[config.mk]
export PLATFORM = sky130hd
export DESIGN_NAME = down_timer_flat
export DESIGN_NICKNAME = d
export VERILOG_FILES = /design/src/rtl/eld_pkg.sv /design/src/rtl/down_timer_if.sv /design/src/rtl/down_timer_prescaler.sv /design/src/rtl/down_timer.sv /design/src/flat_wrapper.sv
export SDC_FILE = /design/constraint.sdc
export NUM_CORES = 1
export LEC_CHECK = 0
export ABC_AREA = 0
export CAP_MARGIN = 20
export CORE_MARGIN = 5
export CORE_UTILIZATION = 41
export DETAILED_ROUTE_END_ITERATION = 12
export PLACE_DENSITY = 0.65
export SETUP_SLACK_MARGIN = 0.4
export SYNTH_ARGS = -nofsm -noshare
export SYNTH_HDL_FRONTEND = slang
export SYNTH_HIERARCHICAL = 1
export SYNTH_SLANG_ARGS = --single-unit
[constraint.sdc]
create_clock -name clock -period 8.2 [get_ports clock]
set_input_delay 1.64 -clock clock [delete_from_list [all_inputs] [get_ports clock]]
set_output_delay 1.64 -clock clock [all_outputs]
set_load 0.02 [all_outputs]
[src/rtl/eld_pkg.sv]
// Shared types and default widths for the ELD lab timer/counter blocks.
// Provides the timer state enum and the default count/prescale widths.
package eld_pkg;

    typedef enum logic {
        IDLE = 1'b0,
        RUN  = 1'b1
    } timer_state_t;

    localparam int TIMER_W = 8;
    localparam int PRE_W   = 8;

endpackage

[src/rtl/down_timer_if.sv]
// Control/status bundle of the down timer.
// master: load, load_val, start, stop, auto_reload, prescale out;
// count, busy, done in. slave: the mirror image (the timer itself).
interface down_timer_if
    import eld_pkg::*;
#(
    parameter int WIDTH = TIMER_W,
    parameter int PRE_W = eld_pkg::PRE_W
) ();

    logic             load;
    logic [WIDTH-1:0] load_val;
    logic             start;
    logic             stop;
    logic             auto_reload;
    logic [PRE_W-1:0] prescale;
    logic [WIDTH-1:0] count;
    logic             busy;
    logic             done;

    modport master (
        output load, load_val, start, stop, auto_reload, prescale,
        input  count, busy, done
    );

    modport slave (
        input  load, load_val, start, stop, auto_reload, prescale,
        output count, busy, done
    );

endinterface

[src/rtl/down_timer_prescaler.sv]
// Prescale divider: one tick every prescale_i+1 enabled clocks.
// Ports: clock, reset, enable_i, clear_i, prescale_i in; tick_o out.
module prescaler #(
    parameter int PRE_W = 8
) (
    input  logic             clock,
    input  logic             reset,
    input  logic             enable_i,
    input  logic             clear_i,
    input  logic [PRE_W-1:0] prescale_i,
    output logic             tick_o
);

    logic [PRE_W-1:0] pcnt_q;
    logic [PRE_W-1:0] pcnt_d;

    // >= rather than == so lowering prescale mid-interval cannot
    // leave pcnt above the limit and run it all the way round.
    assign tick_o = enable_i && (pcnt_q >= prescale_i);

    always_comb begin
        pcnt_d = pcnt_q;
        if (clear_i) begin
            pcnt_d = '0;
        end else if (enable_i) begin
            pcnt_d = tick_o ? '0 : pcnt_q + 1'b1;
        end
    end

    always_ff @(posedge clock) begin
        if (reset) begin
            pcnt_q <= '0;
        end else begin
            pcnt_q <= pcnt_d;
        end
    end

endmodule

[src/rtl/down_timer.sv]
// Loadable prescaled down-timer with one-cycle done pulse and auto-reload.
// Ports: clock, reset (sync, active-high), bus (down_timer_if.slave).
module down_timer
    import eld_pkg::*;
#(
    parameter int WIDTH = TIMER_W,
    parameter int PRE_W = eld_pkg::PRE_W
) (
    input  logic         clock,
    input  logic         reset,
    down_timer_if.slave  bus
);

    timer_state_t     state_q, state_d;
    logic [WIDTH-1:0] count_q, count_d;
    logic [WIDTH-1:0] reload_q, reload_d;
    logic             done_q, done_d;

    logic running;
    logic start_acc;
    logic tick;
    logic terminal;
    logic clear;

    assign running   = (state_q == RUN);
    assign start_acc = bus.start && !bus.stop && !bus.load
                       && !running && (count_q != '0);
    assign terminal  = running && tick && !bus.load && !bus.stop
                       && (count_q == WIDTH'(1));
    assign clear     = bus.load || bus.stop || start_acc || terminal;

    prescaler #(
        .PRE_W (PRE_W)
    ) u_pre (
        .clock      (clock),
        .reset      (reset),
        .enable_i   (running),
        .clear_i    (clear),
        .prescale_i (bus.prescale),
        .tick_o     (tick)
    );

    always_comb begin
        state_d  = state_q;
        count_d  = count_q;
        reload_d = reload_q;
        done_d   = 1'b0;
        if (bus.load) begin
            count_d  = bus.load_val;
            reload_d = bus.load_val;
            state_d  = IDLE;
        end else if (bus.stop) begin
            state_d = IDLE;
        end else if (start_acc) begin
            state_d = RUN;
        end else if (running && tick) begin
            if (count_q > WIDTH'(1)) begin
                count_d = count_q - 1'b1;
            end else if (terminal) begin
                done_d = 1'b1;
                if (bus.auto_reload && (reload_q != '0)) begin
                    count_d = reload_q;
                end else begin
                    count_d = '0;
                    state_d = IDLE;
                end
            end
        end
    end

    always_ff @(posedge clock) begin
        if (reset) begin
            state_q  <= IDLE;
            count_q  <= '0;
            reload_q <= '0;
            done_q   <= 1'b0;
        end else begin
            state_q  <= state_d;
            count_q  <= count_d;
            reload_q <= reload_d;
            done_q   <= done_d;
        end
    end

    assign bus.count = count_q;
    assign bus.busy  = running;
    assign bus.done  = done_q;

endmodule

[src/flat_wrapper.sv]
// flat-port wrapper written by rule: the top's interface ports become plain ports
module down_timer_flat import eld_pkg::*;
#(
    parameter int WIDTH = TIMER_W,
    parameter int PRE_W = eld_pkg::PRE_W
)
  (clock, reset, bus_load, bus_load_val, bus_start, bus_stop, bus_auto_reload, bus_prescale, bus_count, bus_busy, bus_done);
  down_timer_if #(.WIDTH(WIDTH), .PRE_W(PRE_W)) bus_i ();
  input  logic clock;
  input  logic reset;
  input wire logic [$bits(bus_i.load)-1:0] bus_load;
  input wire logic [$bits(bus_i.load_val)-1:0] bus_load_val;
  input wire logic [$bits(bus_i.start)-1:0] bus_start;
  input wire logic [$bits(bus_i.stop)-1:0] bus_stop;
  input wire logic [$bits(bus_i.auto_reload)-1:0] bus_auto_reload;
  input wire logic [$bits(bus_i.prescale)-1:0] bus_prescale;
  output wire logic [$bits(bus_i.count)-1:0] bus_count;
  output wire logic [$bits(bus_i.busy)-1:0] bus_busy;
  output wire logic [$bits(bus_i.done)-1:0] bus_done;
  assign bus_i.load = bus_load;
  assign bus_i.load_val = bus_load_val;
  assign bus_i.start = bus_start;
  assign bus_i.stop = bus_stop;
  assign bus_i.auto_reload = bus_auto_reload;
  assign bus_i.prescale = bus_prescale;
  assign bus_count = bus_i.count;
  assign bus_busy = bus_i.busy;
  assign bus_done = bus_i.done;
  down_timer #(.WIDTH(WIDTH), .PRE_W(PRE_W)) u_core (.clock(clock), .reset(reset), .bus(bus_i));
endmodule
# ---- After elaboration in Yosys (flattened, before gate mapping)
# Cells that the tools add are included.
# W data, S select, Z words.
dict set report totals {
  memories 0
  input_bits 22
  romBits 0
  word_cells 56
  ramBits 0
  output_inout_bits 10
  latch_bits 0
  regBits 26
}
dict set report classes {
  div 0
  eq_ne 5
  n_reduce_logical 27
  n_mux 14
  order_cmp 2
  addsub 2
  shift 0
  bitwise_logic 1
  n_mul 0
}
# op count
set op_table {}
lappend op_table {{$mux W8} 8}
lappend op_table {{$reduce_bool A8 Y1} 2}
lappend op_table {{$logic_and A1 B1 Y1} 10}
lappend op_table {{$add A8 B1 Y8 const B} 1}
lappend op_table {{$eq A8 B1 Y1 const B} 1}
lappend op_table {{$ge A8 B8 Y1} 1}
lappend op_table {{$gt A8 B1 Y1 const B} 1}
lappend op_table {{$reduce_and A4 Y1} 2}
lappend op_table {{$sub A8 B1 Y8 const B} 1}
lappend op_table {{$mux W1} 6}
lappend op_table {{$reduce_bool A2 Y1} 3}
lappend op_table {{$reduce_or A6 Y1} 1}
lappend op_table {{$ne A2 B1 Y1 const B} 2}
lappend op_table {{$ne A2 B2 Y1 const B} 2}
lappend op_table {{$logic_not A1 Y1} 3}
lappend op_table {{$logic_or A1 B1 Y1} 3}
lappend op_table {{$reduce_bool A3 Y1} 1}
lappend op_table {{$reduce_or A3 Y1} 1}
lappend op_table {{$reduce_or A2 Y1} 1}
lappend op_table {{$not A1 Y1} 1}

# ---- Depth between registers and ports, before layout
dict set report depth {
  word_depth 12
  mapped_depth 12
}

# ---- Modules after synthesis
# The synthesis kept the hierarchy.
# mod n_inst seq_area_each_um2 area_each_um2 cells_per_inst
set by_module_without_submodules {}
lappend by_module_without_submodules {down_timer 1 360.3 1101.1 137}
lappend by_module_without_submodules {prescaler 1 160.2 624.3 64}

# ---- Least setup slack after synthesis
# No wires, ideal clock.
dict set report synth_timing {
  path_type {input -> register}
  start {in bus_prescale[6]}
  end {reg u_core.u_pre.pcnt_q[1]}
  slack_ns 4.249
  setup_ns 0.141
  stages 12
  arrival_ns 3.810
  cell_sequence {inv_1 -> ha_1 -> and3_4 -> o2111a_1 -> a22o_1 -> buf_6 -> nand2_1 -> nor3_1 -> nand3_1 -> nand3_1 -> buf_1 -> nor4_2}
}
dict set report synth_via {
  elab_chain_cells 8
}
# element line
set synth_lines {}
lappend synth_lines {{from (decl)} flat_wrapper.sv:16} ;# input wire logic [$bits(bus_i.prescale)-1:0] bus_prescale;
lappend synth_lines {{$ge A8 B8 Y1} down_timer_prescaler.sv:19} ;# assign tick_o = enable_i && (pcnt_q >= prescale_i);
lappend synth_lines {{$logic_and A1 B1 Y1} down_timer_prescaler.sv:19}
lappend synth_lines {{net u_core.tick} down_timer.sv:21} ;# logic tick;
lappend synth_lines {{$logic_and A1 B1 Y1 (3 in a row)} down_timer.sv:28} ;# assign terminal = running && tick && !bus.load && !bus.stop
lappend synth_lines {{$logic_and A1 B1 Y1} down_timer.sv:29} ;# && (count_q == WIDTH'(1));
lappend synth_lines {{$logic_or A1 B1 Y1} down_timer.sv:30} ;# assign clear = bus.load || bus.stop || start_acc || terminal;
lappend synth_lines {{net u_core.clear} down_timer.sv:23} ;# logic clear;
lappend synth_lines {{$reduce_or A2 Y1 (no source line)} n/a}
lappend synth_lines {{to (signal assigned)} down_timer_prescaler.sv:34} ;# pcnt_q <= pcnt_d;
lappend synth_lines {{to (decl)} down_timer_prescaler.sv:14} ;# logic [PRE_W-1:0] pcnt_q;
# The timed path passes the listed nets, and every way through them passes these cells.
# A chain may end at the register's enable or synchronous reset.

# ---- Worst setup path in the final report
dict set report layout_timing {
  start {in bus_prescale[7]}
  end {reg u_core.u_pre.pcnt_q[5]}
}
# Same word-level chain as after synthesis.

==> metrics.csv <==
metric;value;unit
outcome;finished clean;
initial_core_util;42.83;%
post_cts_resized;0;
hold-worst-slack;0.4895;ns
grt_pass1_vias;1405;
post_synth_inst_count;201;
worst_hold_path_type;reg -> reg;
cts.hold.buffers_added;0;
power_per_cell_area;140.4;nW/um2
timing.critical_path.to_type;flop;
gp_congestion;0.8593;
final.setup.tns;0;ns
clock_sink_count;26;
cts.root.buffer_cell;sky130_fd_sc_hd__clkbuf_8;
synth_edf_count;0;
period_needed;4.515;ns
global_routing_met3_resource_utilization;2.537;%
synth_sequential_area_ratio;30.17;%
fin_crit_sh;55.06;%
startpoint_type;input pin;
vias;1571;
drt-initial-drc-count;124;
final_slew_violations;0;
ys.flop_type;sky130_fd_sc_hd__dfxtp_1;
die_area;5606;um2
grt_max_degree;27;
ir_worst_vdd;67.62;uV
clk_pin_slew;0.09;ns
clock_path_buffers;2;
cts_inserted_buffers;3;
grt_most_used_layer;met1;
routed_via_density;5.692;
report.final.hold_viol_count;0;
die_height;74.87;um
avgSynthCellArea;8.584;um2
areaGrowthSynthToFinish;22.04;%
synth.net_count;235;
core-area;4029;um2
fmaxAchievable;221.5;MHz
drt-total-wl;4151;um
timing.critical_path.arrival;4.66;ns
insertion_delay;0.27;ns
max-slew-margin-rel;59.43;%
htree_num_levels;1;
boundaryPins;32;
grt_setup_unrepaired;no;
remaining_antenna_violation_count;0;
timing.critical_path.required;8.35;ns
grt_antenna_before_repair;0;
total_power;295.7;uW
crit_fanout;9;
static-leakage-power;0.7952;nW
overflow;0;
grt_first_pass_wirelength;6989;um
setup.worst_path.class;in -> reg;
timing.final.setup_violations;0;
timing.clock.skew;0.003705;ns
finalNetCount;261;
maxCapViolCount;0;
postCtsSetupBuffers;0;
ys_seq_elements;26;
number_of_design_rule_violations_left_after_detail_routing;0;
post_synth_num_cell_types;51;
synth_area;1725;um2
avgRoutedWirePerCell;15.04;um
synthesis.yosys.warnings;6;
core.rowCount;23;
dpl.hpwl;3055;um
antennaDiodeCount;0;
drive_gt1_share;10.62;%
grt.met1_usage;25.08;%
placement.io_buffers;31;
grtUsageMet2;21.76;%
chipWidth;74.87;um
worstHoldPathCells;2;
r2r.worst_path.cells;10;
detailed_routing_iterations_pass_1;4;
overall_global_routing_resource_usage;16.05;%
async_set_reset_flop_share_out_of_synthesis;0;%
tritoncts;yes;
worst-slew-pin-transition;0.6040;ns
## cells in the mapped netlist (2+ instances only)
cell	count	area, um2
sky130_fd_sc_hd__dfxtp_1	26	520.5
sky130_fd_sc_hd__nor2_1	18	67.56
sky130_fd_sc_hd__inv_1	17	63.81
sky130_fd_sc_hd__nand2_1	13	48.80
sky130_fd_sc_hd__a21oi_1	12	60.06
sky130_fd_sc_hd__ha_1	12	150.1
sky130_fd_sc_hd__nor3_1	9	45.04
sky130_fd_sc_hd__nor4_2	8	100.1
sky130_fd_sc_hd__mux2i_1	7	70.07
sky130_fd_sc_hd__o21ai_0	6	30.03
sky130_fd_sc_hd__xnor2_1	5	43.79
sky130_fd_sc_hd__buf_1	4	15.01
sky130_fd_sc_hd__clkbuf_1	4	15.01
sky130_fd_sc_hd__nor4_1	4	25.02
sky130_fd_sc_hd__a311oi_1	3	26.28
sky130_fd_sc_hd__a31oi_1	3	18.77
sky130_fd_sc_hd__nand2b_1	3	18.77
sky130_fd_sc_hd__nand4_1	3	18.77
sky130_fd_sc_hd__or3_1	3	18.77
sky130_fd_sc_hd__xor2_1	3	26.28
sky130_fd_sc_hd__a211oi_1	2	15.01
sky130_fd_sc_hd__a221oi_1	2	17.52
sky130_fd_sc_hd__buf_2	2	10.01
sky130_fd_sc_hd__buf_6	2	22.52
sky130_fd_sc_hd__nand3_1	2	10.01
sky130_fd_sc_hd__nor4_4	2	42.54
sky130_fd_sc_hd__o31ai_1	2	15.01
## per-stage QoR
stage                     setup slack, ns  area [um2]  std cells  utilization, %
after floorplan                     4.249        1725        201               -
after global placement              3.493        2051        272           50.90
after detailed placement            3.380        2051        272           50.90
after CTS                           3.658        2106        276           52.27
after global routing                3.423        2106        276           52.27
final                               3.685        2106        276           52.27
## cell type report
type                    instances  area, um2
fillers                       394       1923
multi-input cells             146       1079
flip-flops and latches         26      520.5
repair buffers                 33      325.3
inverters                      17      63.81
well taps                      50      62.56
clock buffers                   4      55.05
## registers in the layout, indices dropped and copies added, names as in the netlist
register / flops
u_core/bus.count: 8
u_core/u_pre/pcnt_q: 8
u_core/bus.done: 1
u_core/bus.busy: 1
u_core/reload_q: 8
## layer usage
metal	up-vias	share of wire, %
met2	61	44
met5	-	0
li1	784	-
met4	0	1.6
met3	6	7.9
met1	720	46
## report_power, final
part           leakage, nW  switching (mW)  total (mW)  internal (mW)
Clock               0.0288          0.0414      0.0844         0.0430
Combinational        0.554          0.0372      0.0715         0.0343
Sequential           0.213         0.00832       0.140          0.132
## placed cells by master (no fill, tap or decap), types with 2 or more instances in the layout
master / count
sky130_fd_sc_hd__dfxtp_1: 26
sky130_fd_sc_hd__nor3_1: 9
sky130_fd_sc_hd__nor4_2: 8
sky130_fd_sc_hd__mux2i_1: 7
sky130_fd_sc_hd__nor4_1: 4
sky130_fd_sc_hd__buf_4: 2
sky130_fd_sc_hd__nand2b_1: 3
sky130_fd_sc_hd__a221oi_1: 2
sky130_fd_sc_hd__a211oi_1: 2
sky130_fd_sc_hd__a311oi_1: 3
sky130_fd_sc_hd__clkdlybuf4s50_1: 31
sky130_fd_sc_hd__nand2_1: 13
sky130_fd_sc_hd__inv_1: 17
sky130_fd_sc_hd__nand4_1: 3
sky130_fd_sc_hd__ha_1: 12
sky130_fd_sc_hd__nand3_1: 2
sky130_fd_sc_hd__xor2_1: 3
sky130_fd_sc_hd__a21oi_1: 12
sky130_fd_sc_hd__a31oi_1: 3
sky130_fd_sc_hd__nor4_4: 2
sky130_fd_sc_hd__nor2_1: 18
sky130_fd_sc_hd__or3_1: 3
sky130_fd_sc_hd__xnor2_1: 5
sky130_fd_sc_hd__clkbuf_8: 4
sky130_fd_sc_hd__o31ai_1: 2
sky130_fd_sc_hd__o21ai_0: 6
## logic make-up (layout without fill, tap and decap cells)
| logic type | after synthesis | in the layout | share of synthesized area (%) |
|---|---|---|---|
| buffers and inverters | 29 | 54 | 7.323 |
| multiplexers | 8 | 8 | 4.714 |
| adder cells (fa/ha/maj) | 12 | 12 | 8.702 |
| AO/OA/AOI/OAI | 43 | 43 | 17.40 |
| AND/OR/NAND/NOR | 75 | 75 | 27.63 |
| XOR/XNOR | 8 | 8 | 4.061 |
| flip-flops | 26 | 26 | 30.17 |
## final timing paths
path	start	end	slack, ns
min reg2reg	u_core/reload_q[2]$_SDFFE_PP0P_	u_core/reload_q[2]$_SDFFE_PP0P_	0.49
min	u_core/reload_q[2]$_SDFFE_PP0P_	u_core/reload_q[2]$_SDFFE_PP0P_	0.49
max reg2reg	u_core/u_pre/pcnt_q[0]$_SDFFE_PP0P_	u_core/u_pre/pcnt_q[5]$_SDFFE_PP0P_	5.12
max	bus_prescale[7]	u_core/u_pre/pcnt_q[5]$_SDFFE_PP0P_	3.68
## critical path, stage by stage
cell,delay (ns)
sky130_fd_sc_hd__clkdlybuf4s50_1,0.45
sky130_fd_sc_hd__inv_1,0.04
sky130_fd_sc_hd__ha_1,0.29
sky130_fd_sc_hd__and3_4,0.18
sky130_fd_sc_hd__o2111a_1,0.18
sky130_fd_sc_hd__a22o_1,0.47
sky130_fd_sc_hd__nand2_1,0.19
sky130_fd_sc_hd__nor3_1,0.50
sky130_fd_sc_hd__nand3_1,0.20
sky130_fd_sc_hd__nand3_1,0.42
sky130_fd_sc_hd__nor4_2,0.11
Note: power is estimated with default switching activity, not from simulation.
